File: config.mk
export PLATFORM = sky130hd
export DESIGN_NAME = mdio_responder
export DESIGN_NICKNAME = d
export VERILOG_FILES = /design/src/rtl/mdio_responder.sv
export SDC_FILE = /design/constraint.sdc
export NUM_CORES = 1
export LEC_CHECK = 0
export CAP_MARGIN = 20
export CORE_ASPECT_RATIO = 1.25
export CORE_MARGIN = 2
export CORE_UTILIZATION = 41
export DETAILED_ROUTE_END_ITERATION = 10
export SYNTH_ARGS = -nofsm -noshare
export SYNTH_HDL_FRONTEND = slang
export SYNTH_SLANG_ARGS = --single-unit
File: constraint.sdc
create_clock -name clk -period 4.15 [get_ports clk]
set_input_delay 0.83 -clock clk [delete_from_list [all_inputs] [get_ports clk]]
set_output_delay 0.83 -clock clk [all_outputs]
set_load 0.03 [all_outputs]
File: src/rtl/mdio_responder.sv
// Clause-22 MDIO responder: oversamples MDC/MDIO on clk, decodes frames for PHY_ADDR, serves registers via strobes.
// Optional: define MDIO_PREAMBLE_SUPPRESS_EN to accept a 1-bit preamble after any completed frame.
module mdio_responder #(
  parameter logic [4:0] PHY_ADDR     = 5'd1,
  parameter int         MIN_PREAMBLE = 32
) (
  input  logic        clk,
  input  logic        reset_n,
  input  logic        mdc,
  input  logic        mdio_in,
  output logic        mdio_out,
  output logic        mdio_enable,
  output logic        reg_rd_strobe,
  input  logic [15:0] reg_rdata,
  output logic        reg_wr_strobe,
  output logic [4:0]  reg_addr,
  output logic [15:0] reg_wdata
);

  localparam int            CW      = $clog2(MIN_PREAMBLE + 1);
  localparam logic [CW-1:0] PRE_MAX = CW'(MIN_PREAMBLE);

  typedef enum logic [2:0] {HUNT, HEADER, SKIP, READ, WRITE} state_t;

  logic mdc_meta, mdc_s, mdc_d;
  logic mdio_meta, mdio_s;
  logic rise, bit_in;

  // Synchronizers reset to the idle-high level so reset release never fakes an MDC rise.
  always_ff @(posedge clk or negedge reset_n) begin
    if (!reset_n) begin
      {mdc_meta, mdc_s, mdc_d} <= 3'b111;
      {mdio_meta, mdio_s}      <= 2'b11;
    end else begin
      // NOTE: non-blocking assignments keep every flop sampling the pre-edge value, so the chain shifts one stage per clk.
      mdc_meta  <= mdc;
      mdc_s     <= mdc_meta;
      mdc_d     <= mdc_s;
      mdio_meta <= mdio_in;
      mdio_s    <= mdio_meta;
    end
  end

  assign rise   = mdc_s & ~mdc_d;
  assign bit_in = mdio_s;

  state_t        state, state_n;
  logic [4:0]    bit_idx, bit_idx_n;
  logic [CW-1:0] pre_cnt, pre_cnt_n;
  logic [16:0]   sh, sh_n;
  logic          is_read, is_read_n;
  logic [4:0]    regad, regad_n;
  logic [15:0]   rd_sh, rd_sh_n;
  logic          mdio_out_n, mdio_enable_n, rd_strobe_n, wr_strobe_n;
  logic [4:0]    reg_addr_n;
  logic [15:0]   reg_wdata_n;
  logic          frame_end;
  logic          st_ok;

`ifdef MDIO_PREAMBLE_SUPPRESS_EN
  logic sup_ok, sup_ok_n;
  assign st_ok = (pre_cnt == PRE_MAX) || (sup_ok && (pre_cnt != '0));
`else
  assign st_ok = (pre_cnt == PRE_MAX);
`endif

  always_ff @(posedge clk or negedge reset_n) begin
    if (!reset_n) begin
      state         <= HUNT;
      bit_idx       <= '0;
      pre_cnt       <= '0;
      sh            <= '0;
      is_read       <= 1'b0;
      regad         <= '0;
      rd_sh         <= '0;
      mdio_out      <= 1'b1;
      mdio_enable   <= 1'b0;
      reg_rd_strobe <= 1'b0;
      reg_wr_strobe <= 1'b0;
      reg_addr      <= '0;
      reg_wdata     <= '0;
`ifdef MDIO_PREAMBLE_SUPPRESS_EN
      sup_ok        <= 1'b0;
`endif
    end else begin
      state         <= state_n;
      bit_idx       <= bit_idx_n;
      pre_cnt       <= pre_cnt_n;
      sh            <= sh_n;
      is_read       <= is_read_n;
      regad         <= regad_n;
      rd_sh         <= rd_sh_n;
      mdio_out      <= mdio_out_n;
      mdio_enable   <= mdio_enable_n;
      reg_rd_strobe <= rd_strobe_n;
      reg_wr_strobe <= wr_strobe_n;
      reg_addr      <= reg_addr_n;
      reg_wdata     <= reg_wdata_n;
`ifdef MDIO_PREAMBLE_SUPPRESS_EN
      sup_ok        <= sup_ok_n;
`endif
    end
  end

  always_comb begin
    // NOTE: every output of this block gets a default first, so no path can leave one unassigned and infer a latch.
    state_n       = state;
    bit_idx_n     = bit_idx;
    pre_cnt_n     = pre_cnt;
    sh_n          = sh;
    is_read_n     = is_read;
    regad_n       = regad;
    rd_sh_n       = rd_sh;
    mdio_out_n    = mdio_out;
    mdio_enable_n = mdio_enable;
    rd_strobe_n   = 1'b0;
    wr_strobe_n   = 1'b0;
    reg_addr_n    = reg_addr;
    reg_wdata_n   = reg_wdata;
    frame_end     = 1'b0;
`ifdef MDIO_PREAMBLE_SUPPRESS_EN
    sup_ok_n      = sup_ok;
`endif

    if (rise) begin
      sh_n      = {sh[15:0], bit_in};
      bit_idx_n = bit_idx + 5'd1;
      unique case (state)
        HUNT: begin
          bit_idx_n = 5'd1;
          if (bit_in) begin
            if (pre_cnt != PRE_MAX) pre_cnt_n = pre_cnt + CW'(1);
          end else begin
            if (st_ok) state_n = HEADER;
            pre_cnt_n = '0;
          end
        end
        HEADER: begin
          // sh[0] is the previous bit; header fields are checked as soon as they are complete.
          case (bit_idx)
            5'd1:  if (!bit_in) state_n = HUNT;
            5'd3: begin
              if ({sh[0], bit_in} == 2'b10)      is_read_n = 1'b1;
              else if ({sh[0], bit_in} == 2'b01) is_read_n = 1'b0;
              else                               state_n   = HUNT;
            end
            5'd8:  if ({sh[3:0], bit_in} != PHY_ADDR) state_n = SKIP;
            5'd13: begin
              regad_n = {sh[3:0], bit_in};
              if (is_read) begin
                state_n     = READ;
                reg_addr_n  = {sh[3:0], bit_in};
                rd_strobe_n = 1'b1;
              end else begin
                state_n = WRITE;
              end
            end
            default: ;
          endcase
        end
        SKIP: if (bit_idx == 5'd31) frame_end = 1'b1;
        READ: begin
          // Each rise drives the value the master samples on the following rise.
          if (bit_idx == 5'd14) begin
            rd_sh_n       = reg_rdata;
            mdio_enable_n = 1'b1;
            mdio_out_n    = 1'b0;
          end else if (bit_idx == 5'd31) begin
            mdio_enable_n = 1'b0;
            mdio_out_n    = 1'b1;
            frame_end     = 1'b1;
          end else begin
            mdio_out_n = rd_sh[15];
            rd_sh_n    = {rd_sh[14:0], 1'b0};
          end
        end
        WRITE: begin
          if (bit_idx == 5'd31) begin
            if (sh[16:15] == 2'b10) begin
              reg_addr_n  = regad;
              reg_wdata_n = {sh[14:0], bit_in};
              wr_strobe_n = 1'b1;
            end
            frame_end = 1'b1;
          end
        end
        default: state_n = HUNT;
      endcase

      if (frame_end) begin
        state_n   = HUNT;
        pre_cnt_n = '0;
`ifdef MDIO_PREAMBLE_SUPPRESS_EN
        sup_ok_n  = 1'b1;
`endif
      end
    end
  end

endmodule

==> results by group, run 1 <==
Timing
  – Slew HR: 0.477
  – Fmax: 0.388 GHz
  – Minimum clock period: 2.58 ns
  – Fin worst setup slack: 1.57 ns
  – Endpoints failing hold: 0
  – Final TNS setup: 0 ns
  – Worst-Margin Slew: 0.785 ns
  – Setup Skew: 0.00588 ns
  – Final Max Tran Viols: 0
  – Setup-failing EPs final: 0
  – Unrepaired setup endpoints after global routing: no
  – Fin crit share: 0.622

Yosys
  – Cells after Synth: 369
  – Sequential area share after synthesis: 0.542
  – Compound-gate portion of the synthesized area: 0.111
  – Xor-xnor portion of the synthesized cell area: 0
  – Simple-Gate Fraction of Synth Area: 0.164
  – Yosys synthesis warning count: 0
  – Syn_nets: 398
  – Adder-cell area share of the yosys netlist: 0.0319
  – Most numerous cell in the Yosys netlist: dfrtp_1
  – Synth unique cells: 49
  – Dominant cell type by area after synthesis: dfrtp_1
  – Post-synth EDFFs: 0
  – Mean Syn Cell Area: 10.4 um^2
  – Top cells by count, synth: dfrtp_1 (77), nand2_1 (69), nor2_1 (34)
  – Area contributors post-synth: dfrtp_1 (50%), nand2_1 (6.7%), mux2_2 (6.4%), mux2i_1 (5.2%), dfstp_2 (4.1%)
  – Main combinational cell family by area after synthesis: simple AND/OR/NAND/NOR gates
  – Seq cells post-synth: 83
  – Synth Flop Type: dfrtp_1
  – Post-synthesis mux area share: 0.116
  – Synthesized cell area: 3850 um^2
  – Share of the synthesized area in the top cell type: 0.501
  – Post-synth ARST share: 1.00

Clock tree
  – Clock transition at path regs: 0.06 ns
  – Setup bufs post-CTS: 0
  – TritonCTS Buffers: 9
  – H-tree Lvls: 3
  – Post-CTS Resized: 0
  – Clk sinks: 83
  – # hold bufs at CTS: 0
  – CTS Root Cell: clkbuf_16
  – Max Root-Sink Buffers: 2
  – Worst skew pair latency: 0.33 ns
  – CTS tree: built

Power
  – Pwr per Cell Area: 387 nW/um^2
  – Net Sw Frac: 0.218
  – Combinational share of power: 0.059
  – Clock power share: 0.454
  – Sw Pwr: 0.000398 W
  – Internal Power: 0.00143 W
  – Max VDD drop: 259 uV
  – Seq pwr share: 0.486
  – Leakage: 2.23 nW

Flow run
  – Max-cap viol count: 0

GRT
  – Largest net degree at the start of global routing: 64
  – First-pass GRT wire length: 13200 um
  – Antenna violations before repair: 0
  – GRT overflow: 0
  – GRT Util Overall: 0.162
  – Vias in the first global route: 2821

Critical path
  – Max FO, Critical Path: 6
  – Crit Path Class: reg -> reg
  – Data required time at the worst endpoint: 4.37 ns
  – R2r setup slk: 1.57 ns
  – Worst Setup Start Kind: flip-flop
  – Critical path capture point type: flip-flop
  – Arr. time, crit path: 2.80 ns

Cells and area
  – Net count, final: 440
  – Area grow syn2layout: 22.3%
  – Fill cells: 834
  – Share of cells above drive strength 1: 0.144
  – Antenna Cells: 0

Drt
  – 1st-pass router iterations: 4
  – Via count: 2788
  – Total Wirelength: 7560 um
  – Wire length on met2: 3730 um
  – Residual DRC: 0
  – Routed vias/inst: 5.17
  – Routed met1 length: 3360 um
  – Wire length per cell: 14.0 um
  – Top routing layer used: met4
  – Starting DRT DRC Count: 132
  – Detail Route met3 WL: 342 um
  – Remaining antenna violation count: 0

Placement
  – Port bufs: 44
  – Pre-CTS setup slack: 1.58 ns
  – Final GP Congestion: 0.834
  – Dpl hpwl: 5110 um

Floorplanning
  – # IOs: 45
  – # rows: 39
  – Initial Utilization: 0.422
  – Die ar.: 10200 um^2
  – Vert. Die Dim: 112 um
  – Die width: 90.7 um
  – Total core area: 9130 um^2

Worst hold path
  – HP Class: reg -> reg

Status
  – Status: finished, final reports clean
## flip-flops by register name (all words and copies together) (netlist names), 3 cells and up
name	count
sh	17
rd_sh	16
reg_wdata	16
pre_cnt	6
bit_idx	5
reg_addr	5
regad	5
state	3
## per-stage QoR
stage | instance area (um^2) | util | std cells | hold slack [ns] | total power, W
floorplan | 3850 | - | 369 | 0.345 | 0.000949
global placement | 4380 | 0.480 | 522 | 0.346 | 0.00101
detailed placement | 4380 | 0.480 | 522 | 0.348 | 0.00101
CTS | 4690 | 0.514 | 538 | 0.358 | 0.00185
global route | 4710 | 0.516 | 539 | 0.361 | 0.00191
finish | 4710 | 0.516 | 539 | 0.356 | 0.00182
## cell usage in the layout, fill, tap and decap left out, types with 10 or more instances in the layout
| cell type | count |
|---|---|
| o21ai_0 | 18 |
| clkdlybuf4s50_1 | 43 |
| a21oi_1 | 27 |
| dfrtp_1 | 77 |
| mux2_2 | 22 |
| nand2_1 | 69 |
| nand3_1 | 10 |
| nor2_1 | 34 |
| mux2i_1 | 20 |
## path summary, 6_finish.rpt
check	startpoint	to	depth (start not counted)
min reg2reg	mdio_meta	bit_in	0
max in group asynchronous	reset_n	sh[5]	2
max	bit_idx[0]	pre_cnt[1]	8
min in group asynchronous	reset_n	pre_cnt[3]	1
min	mdio_meta	bit_in	0
max reg2reg	bit_idx[0]	pre_cnt[1]	8
## critical path, stage by stage (launching register included)
cell and delay (ns):
dfrtp_1 0.42, ha_1 0.22, and3_1 0.18, ha_1 0.33, inv_1 0.11, maj3_1 0.36, o21ai_0 0.39, o311ai_0 0.24
a22o_1 0.22
## power groups by stage
stage | combinational (W) | clock [W] | sequential (W)
2_1_floorplan | 0.0000612 | 0 | 0.000888
3_3_place_gp | 0.000108 | 0 | 0.000901
3_5_place_dp | 0.000112 | 0 | 0.000900
4_1_cts | 0.000112 | 0.000853 | 0.000886
5_1_grt | 0.000127 | 0.000892 | 0.000892
6_report | 0.000108 | 0.000829 | 0.000886
## cells by family after synthesis
family          after synthesis
simple gates                140
fa+ha+maj                    10
compound gates               66
buf+inv                      28
mux                          42
flops                        83
## cell type report
cell class | count | area [um^2] | share of cell area
sequential | 83 | 2080 | 0.443
multi-input combinational | 258 | 1630 | 0.347
timing repair buffer | 50 | 490 | 0.104
clock buffer | 12 | 236 | 0.0502
tap | 123 | 154 | 0.0327
clock inverter | 4 | 73.8 | 0.0157
inverter | 9 | 33.8 | 0.00718
## per-layer routing
layer  GRT usage  vias up
li1            -     1351
met1       0.199     1367
met2       0.271       57
met3      0.0456       13
met4      0.0656        0
met5           0        -
No activity file was read; power rests on OpenSTA's default activity.
==> run 2: changes to the inputs <==
- clock period: 4.15 -> 2.5 ns (I/O delays scaled with it)
==> results by group, run 2 (synthesis results as in run 1) <==
Critical path
  – Data required time at the worst endpoint: 2.72 ns
  – Slowest stage delay, CP: 0.65 ns
  – CP cell instances: inv_1, ha_1, or4_1, nor2_1, mux2_2
  – Crit Path Class: reg -> reg
  – Max FO, Critical Path: 10
  – Arr. time, crit path: 2.39 ns
  – CP top delay family: flip-flops
  – WP depth: 5
  – Worst Setup Start Kind: flip-flop
  – FF-to-FF path depth: 5
  – Critical path capture point type: flip-flop
  – Buf+Inv Stages, Crit Path: 1
  – Slowest CP cell: dfstp_2

Clock tree
  – Worst skew pair latency: 0.33 ns
  – CTS tree: built
  – TritonCTS Buffers: 9
  – Clock transition at path regs: 0.06 ns
  – H-tree Lvls: 3
  – Clk sinks: 83
  – Max Root-Sink Buffers: 2
  – # hold bufs at CTS: 0
  – CTS Root Cell: clkbuf_16

Cells and area
  – Share of cells above drive strength 1: 0.155
  – Fill cells: 854
  – Most frequent cells in the layout: dfrtp_1 (77), nand2_1 (69), clkdlybuf4s50_1 (43), nor2_1 (34), a21oi_1 (27)
  – Max reg flops: 17
  – Biggest register: sh
  – Cell area after layout: 4730 um^2
  – Antenna Cells: 0
  – Net count, final: 444
  – Most common cell after layout, fill and taps aside: dfrtp_1
  – Top flop regs: sh (17), rd_sh (16), reg_wdata (16)
  – Area grow syn2layout: 22.8%

Timing
  – Fmax: 0.461 GHz
  – Setup-failing EPs final: 0
  – Unrepaired setup endpoints after global routing: no
  – Final Max Tran Viols: 0
  – Fin crit share: 0.868
  – Worst-Margin Slew: 0.563 ns
  – Minimum clock period: 2.17 ns
  – Final TNS setup: 0 ns
  – Fin worst setup slack: 0.330 ns
  – Endpoints failing hold: 0
  – Setup Skew: 0.00918 ns
  – Slew HR: 0.621

Placement
  – Dpl hpwl: 5290 um
  – Pre-CTS setup slack: 0.224 ns
  – Placed inst area: 4430 um^2
  – Port bufs: 44
  – Final GP Congestion: 0.823

GRT
  – Met2 Resource Use GR: 0.275
  – GRT Util Overall: 0.165
  – GRT overflow: 0
  – Most Used Layer, Global Route: met2
  – Antenna violations before repair: 0
  – Largest net degree at the start of global routing: 44
  – Met3 Use GR: 0.0503
  – Met1 usage: 0.205
  – First-pass GRT wire length: 13700 um
  – Vias in the first global route: 2894

Drt
  – 1st-pass router iterations: 5
  – Remaining antenna violation count: 0
  – Starting DRT DRC Count: 133
  – Wire length per cell: 14.2 um
  – Total Wirelength: 7720 um
  – Routed vias/inst: 5.13
  – Residual DRC: 0
  – Via count: 2788

Floorplanning
  – # rows: 39
  – Vert. Die Dim: 112 um
  – Total core area: 9130 um^2
  – # IOs: 45
  – Initial Utilization: 0.422
  – Die width: 90.7 um
  – Die ar.: 10200 um^2

Flow run
  – Max-cap viol count: 0

Power
  – Sw Pwr: 0.000691 W
  – Seq pwr share: 0.497
  – Max VDD drop: 579 uV
  – Clock power share: 0.441
  – Combinational share of power: 0.062
  – Pwr per Cell Area: 627 nW/um^2
  – Net Sw Frac: 0.233
  – Leakage: 2.24 nW
  – Internal Power: 0.00227 W

Worst hold path
  – HP Class: in -> async

Status
  – Status: finished, final reports clean
## run 2: layout make-up
| cell class | instances | area, um^2 | share of cell area |
|---|---|---|---|
| Sequential cell | 83 | 2080 | 0.441 |
| Multi-Input combinational cell | 258 | 1630 | 0.346 |
| Timing Repair Buffer | 54 | 526 | 0.111 |
| Clock buffer | 11 | 233 | 0.0492 |
| Tap cell | 123 | 154 | 0.0326 |
| Clock inverter | 5 | 62.6 | 0.0132 |
| Inverter | 9 | 33.8 | 0.00715 |
## run 2: repair_timing
item,CTS,global route
buffers inserted,0,0
endpoints found under the hold margin,0,0
setup endpoints to repair,0,2
resized for setup,0,1
## run 2: per-layer routing
| metal | vias up | wire, um | share of wire |
|---|---|---|---|
| li1 | 1366 | - | - |
| met2 | 58 | 3840 | 0.50 |
| met5 | - | 0 | 0 |
| met1 | 1354 | 3440 | 0.45 |
| met4 | 0 | 112 | 0.015 |
| met3 | 10 | 330 | 0.043 |
## run 2: per-stage QoR
stage,std cells,hold WS [ns],power (W),utilization
floorplan,369,0.204,0.00158,-
global placement,527,0.347,0.00168,0.486
detailed placement,527,0.347,0.00168,0.486
CTS,543,0.174,0.00300,0.518
global route,543,0.182,0.00309,0.518
finish,543,0.148,0.00296,0.518
## run 2: worst paths after layout
path                       slack (ns)  startpoint   endpoint
max in group asynchronous        1.69     reset_n  mdio_meta
min                              0.15     reset_n   rd_sh[0]
min reg2reg                      0.36    mdc_meta      mdc_s
max                              0.33      bit_in    is_read
max reg2reg                      0.33      bit_in    is_read
min in group clk                 0.36    mdc_meta      mdc_s
## run 2: power by group through the flow
stage	Sequential (W)	Combinational, W	Clock [W]
after CTS	0.00147	0.000191	0.00134
after global placement	0.00149	0.000183	0
after detailed placement	0.00149	0.000190	0
after global routing	0.00148	0.000216	0.00139
after floorplan	0.00147	0.000102	0
final	0.00147	0.000185	0.00130
==> patch, RTL diff (flow settings as in run 2) <==
Change the parameter `MIN_PREAMBLE` from 32 to 64.
--- a/src/rtl/mdio_responder.sv
+++ b/src/rtl/mdio_responder.sv
@@ -2,7 +2,7 @@
 // Optional: define MDIO_PREAMBLE_SUPPRESS_EN to accept a 1-bit preamble after any completed frame.
 module mdio_responder #(
   parameter logic [4:0] PHY_ADDR     = 5'd1,
-  parameter int         MIN_PREAMBLE = 32
+  parameter int         MIN_PREAMBLE = 64
 ) (
   input  logic        clk,
   input  logic        reset_n,
Function: same outputs for any inputs over 10 cycles, from zero or initial values and one cycle with reset_n low; that may be too few to reach the edited logic, so the function may still have changed.
==> patch against run 2 <==
- sequential cell count rose by 1
- power rose by 5.2%
- core utilization rose by 0.39 points
- highest routed layer unchanged
- synthesized area rose by 0.81%
- worst setup slack got worse by 130 ps
- routed wire length fell by 3.7%
- die area rose by 0.77%
- final area rose by 1.3%
- synthesized cell count fell by 0.54%
==> patch: results (changes against run 2) <==
Total Wirelength 7440 um (was 7720 um); antenna violations before repair 0 (unchanged); clk root buf clkbuf_16 (unchanged); Final GP Congestion 0.795 (was 0.823); first-pass GRT wire length 13000 um (was 13700 um); Synth Warn # 0 (unchanged); top flop regs sh x17, rd_sh x16, reg_wdata x16 (unchanged); Max Cap Violations 0 (unchanged); dominant synthesized flop cell dfrtp_1 (unchanged); syn avg cell area 10.6 um2 (was 10.4 um2); hold slack 115 ps (was 148 ps); placed instance area 4460 um2 (was 4430 um2); Pint 2.39 mW (was 2.27 mW); Net count, final 443 (was 444); Leakage 2.30 nW (was 2.24 nW); Clock Latency Late Sink between 300 and 400 ps; Layout Cells excl Fill 542 (was 543); largest net degree at the start of global routing 50 (was 44); FILL cells 852 (was 854); r2r worst-path depth 8 (was 5); status completed (unchanged); Port-buffer cells 44 (unchanged); HPWL after detailed placement 5120 um (was 5290 um); TritonCTS Buffers 9 (unchanged); critical-path maximum fanout 7 (was 10); asr flop ratio synth 100% (unchanged); worst reg2reg setup slack 200 ps (was 330 ps); dpl cells 526 (was 527); Place WS 209 ps (was 224 ps); Pre-Repair DR Iteration Count 4 (was 5); number of diodes 0 (unchanged); peak supply drop 0.359 mV (was 0.579 mV); Synth cell types 51 (was 49); Synth area leaders dfrtp_1 50%, nand2_1 6.0%, mux2i_1 4.9% (was dfrtp_1 50%, nand2_1 6.7%, mux2_2 6.4%); vias in the first global route 2773 (was 2894); worst hold path type in2async (unchanged); clk_skew 6.07 ps (was 9.18 ps); CTS max path bufs 2 (unchanged); DR iter-0 viols 89 (was 133); syn_nets 396 (was 398); Setup Buffers After CTS 0 (unchanged); register area share after synthesis 54.4% (was 54.2%); area of the multi-input gates 1620 um2 (was 1630 um2); layout cells sized above 1 14.3% (was 15.5%); GRT Overall Usage 15.8% (was 16.5%); crit path time final 2300 ps (was 2170 ps); Post-synth top cells 78 x dfrtp_1, 62 x nand2_1, 35 x nor2_1 (was 77 x dfrtp_1, 69 x nand2_1, 34 x nor2_1); H-tree levels 3 (unchanged); clock-pin slew on the worst setup and hold paths 60 ps (about the same); Crit path arrival time 2530 ps (was 2390 ps); Slew @ Worst Pin 512 ps (was 563 ps); # resized after CTS 0 (unchanged); DR vias 2724 (was 2788)
## patch: cell count changes after synthesis, moves of 3 or more
cell / change
nor2b_1: -4
o21ai_0: -4
nand2_1: -7
a21o_1: +6
inv_1: +4
a22o_1: +3
mux2_1: +5
mux2_2: -6
## patch: power by group through the flow
| stage | Combinational (mW) | Sequential [mW] | Clock [mW] |
|---|---|---|---|
| after global placement | 0.175 | 1.50 | 0 |
| after floorplan | 0.0943 | 1.49 | 0 |
| after detailed placement | 0.181 | 1.50 | 0 |
| final | 0.175 | 1.48 | 1.46 |
| after global routing | 0.202 | 1.49 | 1.56 |
| after CTS | 0.181 | 1.48 | 1.49 |
## patch: area by class of cell
type	instances	area share (%)
multi-input combinational	252	33.8
inverter	13	1.02
sequential	84	44.1
tap	123	3.21
clock inverter	7	2.19
clock buffer	9	4.70
timing repair buffer	54	11.0
## patch: path summary, 6_finish.rpt
kind / startpoint / to
setup reg to reg: bit_idx[0] / pre_cnt[1]
max in group asynchronous: reset_n / mdc_meta
hold reg to reg: mdio_meta / bit_in
hold / removal: reset_n / state[0]
setup / recovery: bit_idx[0] / pre_cnt[1]
min in group clk: mdio_meta / bit_in
## patch: metal layers
layer	GRT usage, %	vias up	part of all wire (%)
met5	0	-	0
met4	6.87	0	2.5
met3	4.13	14	3.3
met2	26.1	38	47
met1	19.8	1318	47
li1	-	1354	-
## patch: cell families (layout without fill, tap and decap cells)
kind of cell,after synthesis,in the layout,share of synthesized area (%)
fa+ha+maj,9,9,2.90
mux,40,40,11.0
flops,84,84,54.4
buf+inv,31,83,4.03
compound gates,69,69,11.6
simple gates,134,134,16.1
## patch: critical path: stages (launching register included)
cell      delay [ps]
dfrtp_1          440
ha_1             270
and3_1           170
ha_1             200
a21boi_0         120
o21ai_0          160
a21o_1           250
and2b_1          280
a32o_1           270
